<file path="src/rtl/imem_loader_pkg.sv">
// Shared definitions for the boot-time instruction-memory loader:
// state encoding, image-format widths and small state-decode helpers.
package imem_loader_pkg;

  localparam int BYTE_W     = 8;
  localparam int WORD_W     = 32;
  localparam int LEN_W      = 16;
  localparam int CSUM_W     = 8;
  localparam int WORD_BYTES = 4;

  typedef enum logic [2:0] {
    LOADER_IDLE   = 3'd0,
    LOADER_LEN_HI = 3'd1,
    LOADER_LEN_LO = 3'd2,
    LOADER_DATA   = 3'd3,
    LOADER_CSUM   = 3'd4,
    LOADER_DONE   = 3'd5,
    LOADER_ERR    = 3'd6
  } loader_state_t;

  // States in which the byte link is open.
  function automatic logic loader_streaming(input loader_state_t s);
    return (s == LOADER_LEN_HI) || (s == LOADER_LEN_LO) ||
           (s == LOADER_DATA)   || (s == LOADER_CSUM);
  endfunction

  // The CPU may only run from a clean reset or a verified image.
  function automatic logic loader_holds_cpu(input loader_state_t s);
    return (s != LOADER_IDLE) && (s != LOADER_DONE);
  endfunction

  function automatic logic loader_accepts_start(input loader_state_t s);
    return (s == LOADER_IDLE) || (s == LOADER_DONE) || (s == LOADER_ERR);
  endfunction

endpackage

</file>
<file path="src/rtl/imem_loader_word_assembler.sv">
// Packs accepted stream bytes big-endian into 32-bit words; flags the
// word combinationally in the same cycle its 4th byte is accepted.
module word_assembler
  import imem_loader_pkg::*;
(
  input  logic              i_clk,
  input  logic              i_rst,
  input  logic              i_clear,
  input  logic              i_accept,
  input  logic [BYTE_W-1:0] i_byte,
  output logic [WORD_W-1:0] o_word,
  output logic              o_word_valid,
  output logic [1:0]        o_byte_cnt
);

  logic [1:0]  r_cnt;
  logic [23:0] r_shift;

  always_ff @(posedge i_clk) begin
    if (i_rst || i_clear) begin
      r_cnt   <= 2'd0;
      r_shift <= 24'd0;
    end else if (i_accept) begin
      r_cnt   <= r_cnt + 2'd1;
      r_shift <= {r_shift[15:0], i_byte};
    end
  end

  assign o_word       = {r_shift, i_byte};
  assign o_word_valid = i_accept && (r_cnt == 2'd3);
  assign o_byte_cnt   = r_cnt;

endmodule

</file>
<file path="src/rtl/imem_loader.sv">
// Boot loader: parses a length-prefixed, XOR-checksummed byte stream and
// writes it word by word into instruction memory, holding the CPU meanwhile.
module imem_loader
  import imem_loader_pkg::*;
#(
  parameter logic [31:0] BASE_ADDR = 32'h0000_0000,
  parameter int          MAX_WORDS = 256
) (
  input  logic              i_clk,
  input  logic              i_rst,
  input  logic              i_start,
  input  logic [BYTE_W-1:0] i_byte_in,
  input  logic              i_byte_valid,
  output logic              o_byte_ready,
  output logic              o_wr_en,
  output logic [31:0]       o_wr_addr,
  output logic [31:0]       o_wr_data,
  output logic              o_cpu_hold,
  output logic              o_done,
  output logic              o_error
);

  localparam logic [31:0] MAX_WORDS_U = 32'(MAX_WORDS);

  loader_state_t r_state;
  loader_state_t w_next;

  logic [BYTE_W-1:0] r_len_hi;
  logic [LEN_W-1:0]  r_len;
  logic [LEN_W-1:0]  r_idx;
  logic [CSUM_W-1:0] r_xor;

  logic              r_byte_ready;
  logic              r_wr_en;
  logic [31:0]       r_wr_addr;
  logic [31:0]       r_wr_data;
  logic              r_cpu_hold;
  logic              r_done;
  logic              r_error;

  logic              w_accept;
  logic              w_data_accept;
  logic              w_start_ok;
  logic [LEN_W-1:0]  w_len;
  logic              w_len_over;
  logic              w_last_word;
  logic              w_final_byte;
  logic [WORD_W-1:0] w_word;
  logic              w_word_valid;
  logic [1:0]        w_byte_cnt;

  assign w_accept      = i_byte_valid && loader_streaming(r_state);
  assign w_data_accept = w_accept && (r_state == LOADER_DATA);
  assign w_start_ok    = i_start && loader_accepts_start(r_state);
  assign w_len         = {r_len_hi, i_byte_in};
  assign w_len_over    = {16'd0, w_len} > MAX_WORDS_U;
  assign w_last_word   = (r_idx + 16'd1) == r_len;
  assign w_final_byte  = w_data_accept && (w_byte_cnt == 2'd3) && w_last_word;

  word_assembler u_word_assembler (
    .i_clk        (i_clk),
    .i_rst        (i_rst),
    .i_clear      (w_start_ok),
    .i_accept     (w_data_accept),
    .i_byte       (i_byte_in),
    .o_word       (w_word),
    .o_word_valid (w_word_valid),
    .o_byte_cnt   (w_byte_cnt)
  );

  always_ff @(posedge i_clk) begin
    if (i_rst) begin
      r_state <= LOADER_IDLE;
    end else begin
      r_state <= w_next;
    end
  end

  always_comb begin
    w_next = r_state;
    case (r_state)
      LOADER_IDLE: begin
        if (w_start_ok) w_next = LOADER_LEN_HI;
      end
      LOADER_LEN_HI: begin
        if (w_accept) w_next = LOADER_LEN_LO;
      end
      LOADER_LEN_LO: begin
        if (w_accept) begin
          if (w_len_over)          w_next = LOADER_ERR;
          else if (w_len == 16'd0) w_next = LOADER_CSUM;
          else                     w_next = LOADER_DATA;
        end
      end
      LOADER_DATA: begin
        if (w_final_byte) w_next = LOADER_CSUM;
      end
      LOADER_CSUM: begin
        if (w_accept) w_next = (i_byte_in == r_xor) ? LOADER_DONE : LOADER_ERR;
      end
      LOADER_DONE, LOADER_ERR: begin
        if (w_start_ok) w_next = LOADER_LEN_HI;
      end
      default: w_next = LOADER_IDLE;
    endcase
  end

  // Status outputs are registered from the next state so they line up with it.
  always_ff @(posedge i_clk) begin
    if (i_rst) begin
      r_byte_ready <= 1'b0;
      r_cpu_hold   <= 1'b0;
      r_done       <= 1'b0;
      r_error      <= 1'b0;
    end else begin
      r_byte_ready <= loader_streaming(w_next);
      r_cpu_hold   <= loader_holds_cpu(w_next);
      r_done       <= (w_next == LOADER_DONE);
      r_error      <= (w_next == LOADER_ERR);
    end
  end

  always_ff @(posedge i_clk) begin
    if (i_rst) begin
      r_len_hi  <= '0;
      r_len     <= '0;
      r_idx     <= '0;
      r_xor     <= '0;
      r_wr_en   <= 1'b0;
      r_wr_addr <= 32'd0;
      r_wr_data <= 32'd0;
    end else begin
      r_wr_en <= w_word_valid;
      if (w_word_valid) begin
        r_wr_addr <= BASE_ADDR + {14'd0, r_idx, 2'b00};
        r_wr_data <= w_word;
        r_idx     <= r_idx + 16'd1;
      end
      if (w_start_ok) begin
        r_len_hi <= '0;
        r_len    <= '0;
        r_idx    <= '0;
        r_xor    <= '0;
      end else if (w_accept && (r_state != LOADER_CSUM)) begin
        r_xor <= r_xor ^ i_byte_in;
        if (r_state == LOADER_LEN_HI) r_len_hi <= i_byte_in;
        if (r_state == LOADER_LEN_LO) r_len    <= w_len;
      end
    end
  end

  assign o_byte_ready = r_byte_ready;
  assign o_wr_en      = r_wr_en;
  assign o_wr_addr    = r_wr_addr;
  assign o_wr_data    = r_wr_data;
  assign o_cpu_hold   = r_cpu_hold;
  assign o_done       = r_done;
  assign o_error      = r_error;

endmodule

</file>
<file path="config.mk">
export PLATFORM = sky130hd
export DESIGN_NAME = imem_loader
export DESIGN_NICKNAME = d
export VERILOG_FILES = /design/src/rtl/imem_loader_pkg.sv /design/src/rtl/imem_loader_word_assembler.sv /design/src/rtl/imem_loader.sv
export SDC_FILE = /design/constraint.sdc
export NUM_CORES = 1
export LEC_CHECK = 0
export ABC_CLOCK_PERIOD_IN_PS = 3430
export BUFFER_PORTS_ARGS = -buffer_cell sky130_fd_sc_hd__buf_2
export CORE_MARGIN = 10
export CORE_UTILIZATION = 30
export CTS_CLUSTER_DIAMETER = 200
export DETAILED_ROUTE_END_ITERATION = 10
export HOLD_SLACK_MARGIN = 0.15
export PLACE_DENSITY = 0.57
export SYNTH_ARGS = -nofsm -noshare
export SYNTH_HDL_FRONTEND = slang
export SYNTH_HIERARCHICAL = 1
export SYNTH_SLANG_ARGS = --single-unit
</file>
<file path="constraint.sdc">
create_clock -name i_clk -period 3.43 [get_ports i_clk]
set_input_delay 0.1715 -clock i_clk [delete_from_list [all_inputs] [get_ports i_clk]]
set_output_delay 0.1715 -clock i_clk [all_outputs]
set_load 0.03 [all_outputs]
</file>
==> flow_summary.toml, run 1 <==
[status]
status = "finished, final reports clean"

[timing]
finClkSkew_ns = 0.00827
setup_viol = 0
slew_headroom_pct = 31.0
drv_slew = 0
holdWs_ns = 0.189
max_freq_mhz = 374
setup_slack_ns = 0.758
min_period_ns = 2.67
final_hold_viol_count = 0
grt_setup_unrepaired = "false"
worst_pin_slew_ns = 1.03
setup_tns_ns = 0
min_period_over_period_pct = 77.9

[cells_and_area]
diodes = 0
nets = 694
area_growth_pct = 16.4
drive_above_1_share_pct = 15.3

[setup_path]
r2r-start = "r_idx[0]$_SDFFE_PP0P_"
start_kind = "flop"
ff2ff_setup_slack_ns = 0.76
endpoint_kind = "flop"
cp_slowest_cell = "dfxtp_1"
cpPeakStageDelay_ns = 0.47
critPathKind = "flop to flop"
crit_required_ns = 3.73
crit_fanout = 8
crit_chain = "ha_1, nand4_2, a2111oi_2, nor3_1, nor4_1, nand4_1, nand2b_2, mux2_1"
crit_end = "o_cpu_hold$_SDFF_PP0_"
arrival_ns = 2.97
startpoint = "r_idx[0]$_SDFFE_PP0P_"
r2r-end = "o_cpu_hold$_SDFF_PP0_"
r2r_cells = 8

[die]
rows = 50
initial_core_util_pct = 30.7
die_x_um = 159
die_y_um = 159
pin_count = 81
core_mm2 = 0.0188
dieArea_mm2 = 0.0252

[pwr]
power.leakage_nw = 2.49
power_density_mw_per_mm2 = 511
ir_drop_mv = 0.301

[detailed_routing]
met3_length_um = 520
met1_length_um = 6570
wl_per_cell_um = 13.8
dr.pass1.iters = 4
first_iter_violations = 248
met2_wirelength_um = 5810
antenna_left = 0
top_layer_used = "met5"
vias = 4224
post-route-drc-count = 0
wirelength_um = 13100
vias_per_cell = 4.44

[clocking]
cts_sinks = 130
clock_path_buffers = 2
worstSkewPairLatency_ns = 0.41
tritoncts = "yes"
post-cts-setup-buffer-count = 0
post_cts_resized = 0
htreeDepth = 4
cts_hold_buf = 8
path_clk_slew_ns = 0.06
cts_made_buffers = 17
root_buffer = "clkbuf_16"

[yosys]
synthArstFlopShare_pct = 0
ys_seq_area_share_pct = 45.1
synth-seq-cells = 130
synthCells = 638
synth_edf_count = 0
syn_area_mm2 = 0.00577
synth_top_cell_area_share_pct = 45.1
synthFlopType = "dfxtp_1"
ys_types = 52
synth_top_area_cell = "dfxtp_1"
synth_top_cells_by_area = "dfxtp_1 (45%), mux2i_1 (12%), nor2_1 (6.9%)"
syn-mean-instance-area_um2 = 9.05
yosys_warnings = 6

[placement]
gp_congestion = 0.846
port_buffers = 64
dp_hpwl_um = 9030
preCtsSetupSlack_ns = 0.731

[grt]
grt_use_total_pct = 10.6
grt_antenna_before_repair = 1
grt_max_degree = 49
grt_pass1_wl_um = 22100
grt_pass1_vias = 4072
grt_overflow = 0

[run]
cap_violations = 0

[min_path]
hold_class = "primary input to flop"
==> sequential cells by signal (all words and copies together) (netlist names) <==
signal / count
o_wr_data: 32
u_word_assembler/r_shift: 24
o_wr_addr: 16
r_idx: 16
r_len: 16
r_len_hi: 8
r_xor: 8
r_state: 3
u_word_assembler/o_byte_cnt: 2
o_byte_ready: 1
o_cpu_hold: 1
o_done: 1
o_error: 1
o_wr_en: 1
==> routing by layer <==
metal  vias to the layer above  global-route usage [%]
li1                       2180                       -
met1                      1943                    13.9
met2                        81                    15.8
met3                        18                    3.28
met4                         2                    4.04
met5                         -                       0
==> worst max-delay path, delay by kind of cell, from the launching register on <==
kind | cells | cell delay, ns
adder cells (fa/ha/maj) | 1 | 0.38
multiplexers | 1 | 0.32
AO/OA/AOI/OAI | 1 | 0.35
flip-flops | 1 | 0.47
AND/OR/NAND/NOR | 5 | 1.03
==> synth_stat cells (2+ instances only) <==
master / instances
buf_6: 6
ha_1: 2
buf_2: 8
xnor2_1: 24
buf_8: 2
clkbuf_1: 18
inv_1: 2
buf_1: 7
and3_1: 4
o21ai_0: 10
mux2i_1: 72
nand2_1: 67
nor2b_1: 8
xor2_1: 31
or3_1: 4
dfxtp_1: 130
a211oi_1: 3
nand2b_1: 6
nand3b_1: 2
or4_1: 2
a21oi_1: 33
nand4_2: 2
nor3_1: 7
and2_1: 2
nor2_1: 106
nand4_1: 17
buf_4: 26
nor4_1: 6
nand3_1: 8
==> area by class of cell <==
cell class / instances / area (µm²)
Multi-Input combinational cell: 453 / 2800
Timing Repair Buffer: 76 / 430
Tap cell: 260 / 325
Inverter: 2 / 7.51
Clock buffer: 26 / 509
Sequential cell: 130 / 2600
Clock inverter: 5 / 50.0
Fill cell: 1948 / 12100
==> power breakdown <==
part           switching [mW]  total [mW]  internal [mW]
Sequential             0.0153        1.54           1.53
Combinational           0.140       0.196         0.0564
Clock                   0.613        1.70           1.08
Total                   0.769        3.44           2.67
==> stage by stage <==
| stage | power [mW] | instance area (µm²) | utilization, % | instances |
|---|---|---|---|---|
| final | 3.44 | 6720 | 35.7 | 952 |
| after global routing | 3.58 | 6720 | 35.7 | 952 |
| after CTS | 3.48 | 6720 | 35.7 | 952 |
| after detailed placement | 1.76 | 6080 | 32.3 | 913 |
| after global placement | 1.77 | 6080 | 32.3 | 913 |
| after floorplan | 1.74 | 5830 | - | 653 |
==> cells by family after synthesis <==
| group | share of synthesized area, % |
|---|---|
| compound gates | 5.22 |
| xor+xnor | 8.34 |
| fa+ha+maj | 0.433 |
| buf+inv | 7.61 |
| flops | 45.1 |
| mux | 12.7 |
| other cells | 0.0650 |
| simple gates | 20.6 |
==> cells in the final DEF, fill, tap and decap left out, drive strengths merged, types with 10 or more instances in the layout <==
master	count
xor2	31
clkbuf	26
o21ai	10
mux2i	72
nand4	19
xnor2	24
nor2	107
buf	68
nand2	67
a21oi	33
conb	16
dfxtp	130
==> how the worst min path moves through the flow <==
stage / startpoint / endpoint / slack (ns) / cells past startpoint
2_1_floorplan: i_byte_in[3] / r_len_hi[3]$_SDFFE_PP0P_ / 0.31 / 2
3_3_place_gp: r_len_hi[3]$_SDFFE_PP0P_ / r_len_hi[3]$_SDFFE_PP0P_ / 0.46 / 2
3_5_place_dp: r_len_hi[3]$_SDFFE_PP0P_ / r_len[11]$_SDFFE_PP0P_ / 0.46 / 2
4_1_cts: i_rst / o_wr_data[1]$_SDFFE_PP0P_ / 0.19 / 2
5_1_grt: i_rst / o_wr_data[2]$_SDFFE_PP0P_ / 0.22 / 2
6_report: i_rst / o_wr_data[23]$_SDFFE_PP0P_ / 0.19 / 2
Power figures use the tool's default switching activity.
==> run 2, diff against run 1 <==
--- a/config.mk
+++ b/config.mk
@@ -5,14 +5,14 @@
 export SDC_FILE = /design/constraint.sdc
 export NUM_CORES = 1
 export LEC_CHECK = 0
-export ABC_CLOCK_PERIOD_IN_PS = 3430
+export ABC_CLOCK_PERIOD_IN_PS = 2300
 export BUFFER_PORTS_ARGS = -buffer_cell sky130_fd_sc_hd__buf_2
 export CORE_MARGIN = 10
 export CORE_UTILIZATION = 30
 export CTS_CLUSTER_DIAMETER = 200
 export DETAILED_ROUTE_END_ITERATION = 10
 export HOLD_SLACK_MARGIN = 0.15
-export PLACE_DENSITY = 0.57
+export PLACE_DENSITY = 0.59
 export SYNTH_ARGS = -nofsm -noshare
 export SYNTH_HDL_FRONTEND = slang
 export SYNTH_HIERARCHICAL = 1
==> constraint.sdc (replaced) <==
create_clock -name i_clk -period 2.3 [get_ports i_clk]
set_input_delay 0.115 -clock i_clk [delete_from_list [all_inputs] [get_ports i_clk]]
set_output_delay 0.115 -clock i_clk [all_outputs]
set_load 0.03 [all_outputs]
==> run 2 against run 1 <==
First-iteration DRC count decreased by 13%. Critical path depth fell by 1. Cell count is 4.4% higher. Sequential share of layout area shrank 2.5 points. Global-route usage increased by 0.46 points. Largest power group unchanged. Clock power increased by 64%. Utilization grew 2.5 points. Highest routed layer unchanged.
==> flow_summary.toml, run 2 (same netlist as run 1, synthesis figures left out) <==
[setup_path]
r2r-start = "r_idx[6]$_SDFFE_PP0P_"
cpPeakStageDelay_ns = 0.40
crit_required_ns = 2.60
start_kind = "flop"
cp_slowest_cell = "or3b_4"
r2r_cells = 7
arrival_ns = 2.56
ff2ff_setup_slack_ns = 0.05
r2r-end = "o_cpu_hold$_SDFF_PP0_"
endpoint_kind = "flop"
crit_fanout = 5
crit_chain = "or3b_4, a2111oi_4, nor3_2, nor4_1, nand4_1, nand2b_2, mux2_4"
critPathKind = "flop to flop"

[pwr]
intPower_mw = 4.18
p_clk_share_pct = 51.6
combPwrFrac_pct = 5.8
swShare_pct = 22.5
power_mw = 5.40
p_seq_share_pct = 42.6
ir_drop_mv = 0.466
p_sw_mw = 1.21
power_density_mw_per_mm2 = 749
power.leakage_nw = 2.77

[timing]
final_hold_viol_count = 0
min_period_over_period_pct = 98.0
setup_slack_ns = 0.0460
min_period_ns = 2.25
setup_viol = 0
max_freq_mhz = 444
drv_slew = 0
finClkSkew_ns = 0.0149
grt_setup_unrepaired = "true"

[detailed_routing]
dr.pass1.iters = 4
wirelength_um = 13800
vias = 4418
antenna_left = 0
vias_per_cell = 4.44
first_iter_violations = 217
post-route-drc-count = 0
wl_per_cell_um = 13.8

[die]
pin_count = 81
die_x_um = 159
core_mm2 = 0.0188
rows = 50
die_y_um = 159
dieArea_mm2 = 0.0252
initial_core_util_pct = 30.7

[grt]
grt_max_degree = 35
grt_pass1_vias = 4264
grt_antenna_before_repair = 1
grtUsageMet1_pct = 13.8
top_usage_layer = "met2"
grtUsageMet3_pct = 3.41
grtUsageMet2_pct = 17.2
grt_use_total_pct = 11.0
grt_pass1_wl_um = 22900
grt_overflow = 0

[cells_and_area]
area_growth_pct = 24.8
diodes = 0
final_cell_mix = "dfxtp_1 (125), nor2_1 (105), mux2i_1 (72)"
fin_cells = 994
drive_above_1_share_pct = 22.5
final_common_cell = "dfxtp_1"
largest_reg_flops = 32
nets = 735

[status]
status = "finished, final reports clean"

[clocking]
root_buffer = "clkbuf_16"
post-cts-setup-buffer-count = 0
clock_path_buffers = 2
tritoncts = "yes"
htreeDepth = 4
cts_made_buffers = 17
cts_sinks = 130
worstSkewPairLatency_ns = 0.43
path_clk_slew_ns = 0.06

[min_path]
min-delay-start = "i_start"
whs_endpoint = "r_state[1]$_SDFF_PP0_"
whs_path_depth = 6
hold_class = "primary input to flop"

[run]
cap_violations = 0

[placement]
port_buffers = 64
preCtsSetupSlack_ns = -0.0743
gp_congestion = 0.797
dp_hpwl_um = 9530
dp_cells = 953
run 2: routing by layer:
layer	wire (µm)	part of all wire [%]
met3	623	4.5
met5	13	0.095
met1	6620	48
met4	186	1.4
met2	6310	46
run 2: cell type report:
| type | instances | area (µm²) |
|---|---|---|
| repair buffers | 117 | 753 |
| clock buffers | 22 | 484 |
| flip-flops and latches | 130 | 2610 |
| well taps | 260 | 325 |
| multi-input cells | 453 | 2890 |
| clock inverters | 10 | 130 |
| inverters | 2 | 7.51 |
| fillers | 1917 | 11600 |
run 2: critical path, delay by kind of cell, from the launching register on:
kind / cells / cell delay, ns
AOI/OAI and AO/OA: 1 / 0.30
muxes: 1 / 0.30
and+or+nand+nor: 5 / 1.17
DFF: 1 / 0.35
run 2: per-stage QoR:
stage          TNS (ns)  utilization (%)  hold WS [ns]  cell area [µm²]
2_1_floorplan     -1.59                -         0.251             5830
3_3_place_gp    -0.0139             34.0         0.455             6400
3_5_place_dp    -0.0743             34.0         0.460             6400
4_1_cts               0             37.8         0.277             7120
5_1_grt         -0.0634             38.2         0.355             7200
6_report              0             38.2         0.295             7200
run 2: worst max-delay path by stage:
stage                                from                          to  slack, ns
finish              r_idx[6]$_SDFFE_PP0P_       o_cpu_hold$_SDFF_PP0_       0.05
global route        r_idx[4]$_SDFFE_PP0P_       o_cpu_hold$_SDFF_PP0_      -0.06
CTS                 r_idx[6]$_SDFFE_PP0P_       o_cpu_hold$_SDFF_PP0_      0.009
detailed placement  r_idx[6]$_SDFFE_PP0P_       o_cpu_hold$_SDFF_PP0_      -0.07
global placement    r_idx[6]$_SDFFE_PP0P_       o_cpu_hold$_SDFF_PP0_      -0.01
floorplan           r_state[0]$_SDFF_PP0_  o_wr_addr[17]$_SDFFE_PP0P_      -0.07
run 2: timing repair:
action,4_1_cts,5_1_grt
resized for setup,4,16
pin swaps,2,3
hold endpoints to repair,46,0
hold buffers,9,0
endpoints found under the setup margin,2,3
run 2: power groups by stage:
stage               combinational [mW]  sequential, mW  clock (mW)
finish                           0.312            2.30        2.79
global route                     0.351            2.30        2.96
CTS                              0.312            2.30        2.86
detailed placement               0.299            2.35           0
global placement                 0.299            2.35           0
floorplan                        0.246            2.35           0
==> run 3, diff against run 2 <==
--- a/config.mk
+++ b/config.mk
@@ -12,6 +12,7 @@
 export CTS_CLUSTER_DIAMETER = 200
 export DETAILED_ROUTE_END_ITERATION = 10
 export HOLD_SLACK_MARGIN = 0.15
+export MAX_ROUTING_LAYER = met4
 export PLACE_DENSITY = 0.59
 export SYNTH_ARGS = -nofsm -noshare
 export SYNTH_HDL_FRONTEND = slang
==> run 3 against run 2 <==
Setup slack gained 0.045 ns. Sequential share of layout area grew 0.10 points. Clock power shrank 7.9%. Worst hold slack is essentially flat. Cell area is essentially flat. Clock-buffer cell count grew 3. Via count shrank 1.5%. Maximum frequency grew 2.0%. First-iteration DRC count grew 43%.
==> flow_summary.toml, run 3 (same netlist as run 1, synthesis figures left out) <==
[status]
status = "finished, final reports clean"

[setup_path]
crit_chain = "and4_4, and2_4, or4_4, a2bb2oi_2, nand4_1, nand2b_2, mux2_4"
arrival_ns = 2.52
cp_slowest_cell = "or4_4"
critPathTopFamily = "simple AND/OR/NAND/NOR gates"
endpoint_kind = "flop"
cp_num_buf_inv = 0
r2r-end = "o_cpu_hold$_SDFF_PP0_"
cpPeakStageDelay_ns = 0.53
r2r-start = "r_idx[3]$_SDFFE_PP0P_"
crit_fanout = 7
start_kind = "flop"
critPathKind = "flop to flop"
r2r_cells = 7
crit_required_ns = 2.61
ff2ff_setup_slack_ns = 0.09

[cells_and_area]
nets = 739
final_common_cell = "dfxtp_1"
area_growth_pct = 24.8
fin_cells = 996
final_cell_mix = "dfxtp_1 (120), nor2_1 (105), mux2i_1 (72)"
fillers = 1902
diodes = 0
fin_util_pct = 38.3
drive_above_1_share_pct = 23.4
largest_reg_flops = 32
design_area_mm2 = 0.00721

[clocking]
cts_sinks = 130
cts_made_buffers = 17
root_buffer = "clkbuf_16"
post-cts-setup-buffer-count = 0
clock_path_buffers = 2
path_clk_slew_ns = 0.06
htreeDepth = 4
worstSkewPairLatency_ns = 0.42
tritoncts = "yes"

[grt]
grt_use_total_pct = 11.4
grtUsageMet2_pct = 17.2
grtUsageMet3_pct = 3.00
grt_overflow = 0
grt_pass1_wl_um = 22700
grt_antenna_before_repair = 0
top_usage_layer = "met2"
grt_max_degree = 42
grtUsageMet1_pct = 14.1
grt_pass1_vias = 4289

[detailed_routing]
dr.pass1.iters = 4
antenna_left = 0
wirelength_um = 13800
vias_per_cell = 4.37
post-route-drc-count = 0
vias = 4353
wl_per_cell_um = 13.8
first_iter_violations = 310

[die]
dieArea_mm2 = 0.0252
die_y_um = 159
die_x_um = 159
rows = 50
initial_core_util_pct = 30.7
pin_count = 81
core_mm2 = 0.0188

[placement]
placed_area_mm2 = 0.00645
port_buffers = 64
gp_congestion = 0.782
dp_cells = 957
dp_hpwl_um = 9580

[timing]
setup_viol = 0
finClkSkew_ns = 0.00514
drv_slew = 0
final_hold_viol_count = 0
min_period_over_period_pct = 96.0
max_freq_mhz = 453
min_period_ns = 2.21
grt_setup_unrepaired = "false"

[run]
cap_violations = 0

[pwr]
power.leakage_nw = 2.75
ir_drop_mv = 0.441
power_density_mw_per_mm2 = 720

[min_path]
whs_path_depth = 6
hold_class = "primary input to flop"
min-delay-start = "i_start"
whs_endpoint = "r_state[1]$_SDFF_PP0_"
## run 3: changes by cell type in the layout (fill, tap and decap cells not counted), sizes merged
| cell | previous run | this run |
|---|---|---|
| clkinvlp | 2 | 0 |
| bufinv | 3 | 1 |
| clkbuf | 22 | 25 |
| buf | 108 | 112 |
| clkinv | 5 | 4 |
## run 3: worst min-delay path: stages
cell	delay, ns
buf_2	0.12
inv_1	0.09
a31oi_1	0.09
o21ai_0	0.10
a21oi_1	0.08
nor2_1	0.08
## run 3: repair_timing
item,CTS,global route
resized for setup,2,24
hold endpoints to repair,46,0
setup endpoints to repair,1,5
pin swaps,2,7
hold buffers,9,0
## run 3: layout make-up
class,count,area (µm²),share of cell area (%)
clock buffer,25,515,7.15
clock inverter,5,50.0,0.695
inverter,2,7.51,0.104
multi-input combinational,453,2880,40.0
sequential,130,2620,36.3
tap,260,325,4.51
timing repair buffer,121,808,11.2
## run 3: stage by stage
stage / hold slack (ns) / TNS, ns / power [mW] / setup slack, ns
finish: 0.295 / 0 / 5.19 / 0.0909
global route: 0.369 / 0 / 5.40 / 0.00917
CTS: 0.261 / 0 / 5.27 / 0.0187
detailed placement: 0.457 / -0.0468 / 2.65 / -0.0468
global placement: 0.454 / -0.0204 / 2.65 / -0.0204
floorplan: 0.251 / -1.59 / 2.59 / -0.0656
## run 3: metal layers
layer / routed length [µm] / share of wire (%)
met1: 6730 / 49
met4: 219 / 1.6
met3: 426 / 3.1
met2: 6390 / 46
met5: 0 / 0
## run 3: how the worst max path moves through the flow
stage,start,endpoint,cells past startpoint
2_1_floorplan,r_state[0]$_SDFF_PP0_,o_wr_addr[17]$_SDFFE_PP0P_,10
3_3_place_gp,r_idx[6]$_SDFFE_PP0P_,o_cpu_hold$_SDFF_PP0_,7
3_5_place_dp,r_idx[6]$_SDFFE_PP0P_,o_cpu_hold$_SDFF_PP0_,7
4_1_cts,r_idx[0]$_SDFFE_PP0P_,o_cpu_hold$_SDFF_PP0_,8
5_1_grt,r_idx[3]$_SDFFE_PP0P_,o_cpu_hold$_SDFF_PP0_,7
6_report,r_idx[3]$_SDFFE_PP0P_,o_cpu_hold$_SDFF_PP0_,7
## run 3: power breakdown
part           leakage, nW  internal [mW]  switching, mW  total (mW)
combinational         1.42          0.103          0.216       0.318
clock                0.285           1.64          0.932        2.57
sequential            1.05           2.28         0.0228        2.30
total                 2.75           4.02           1.17        5.19
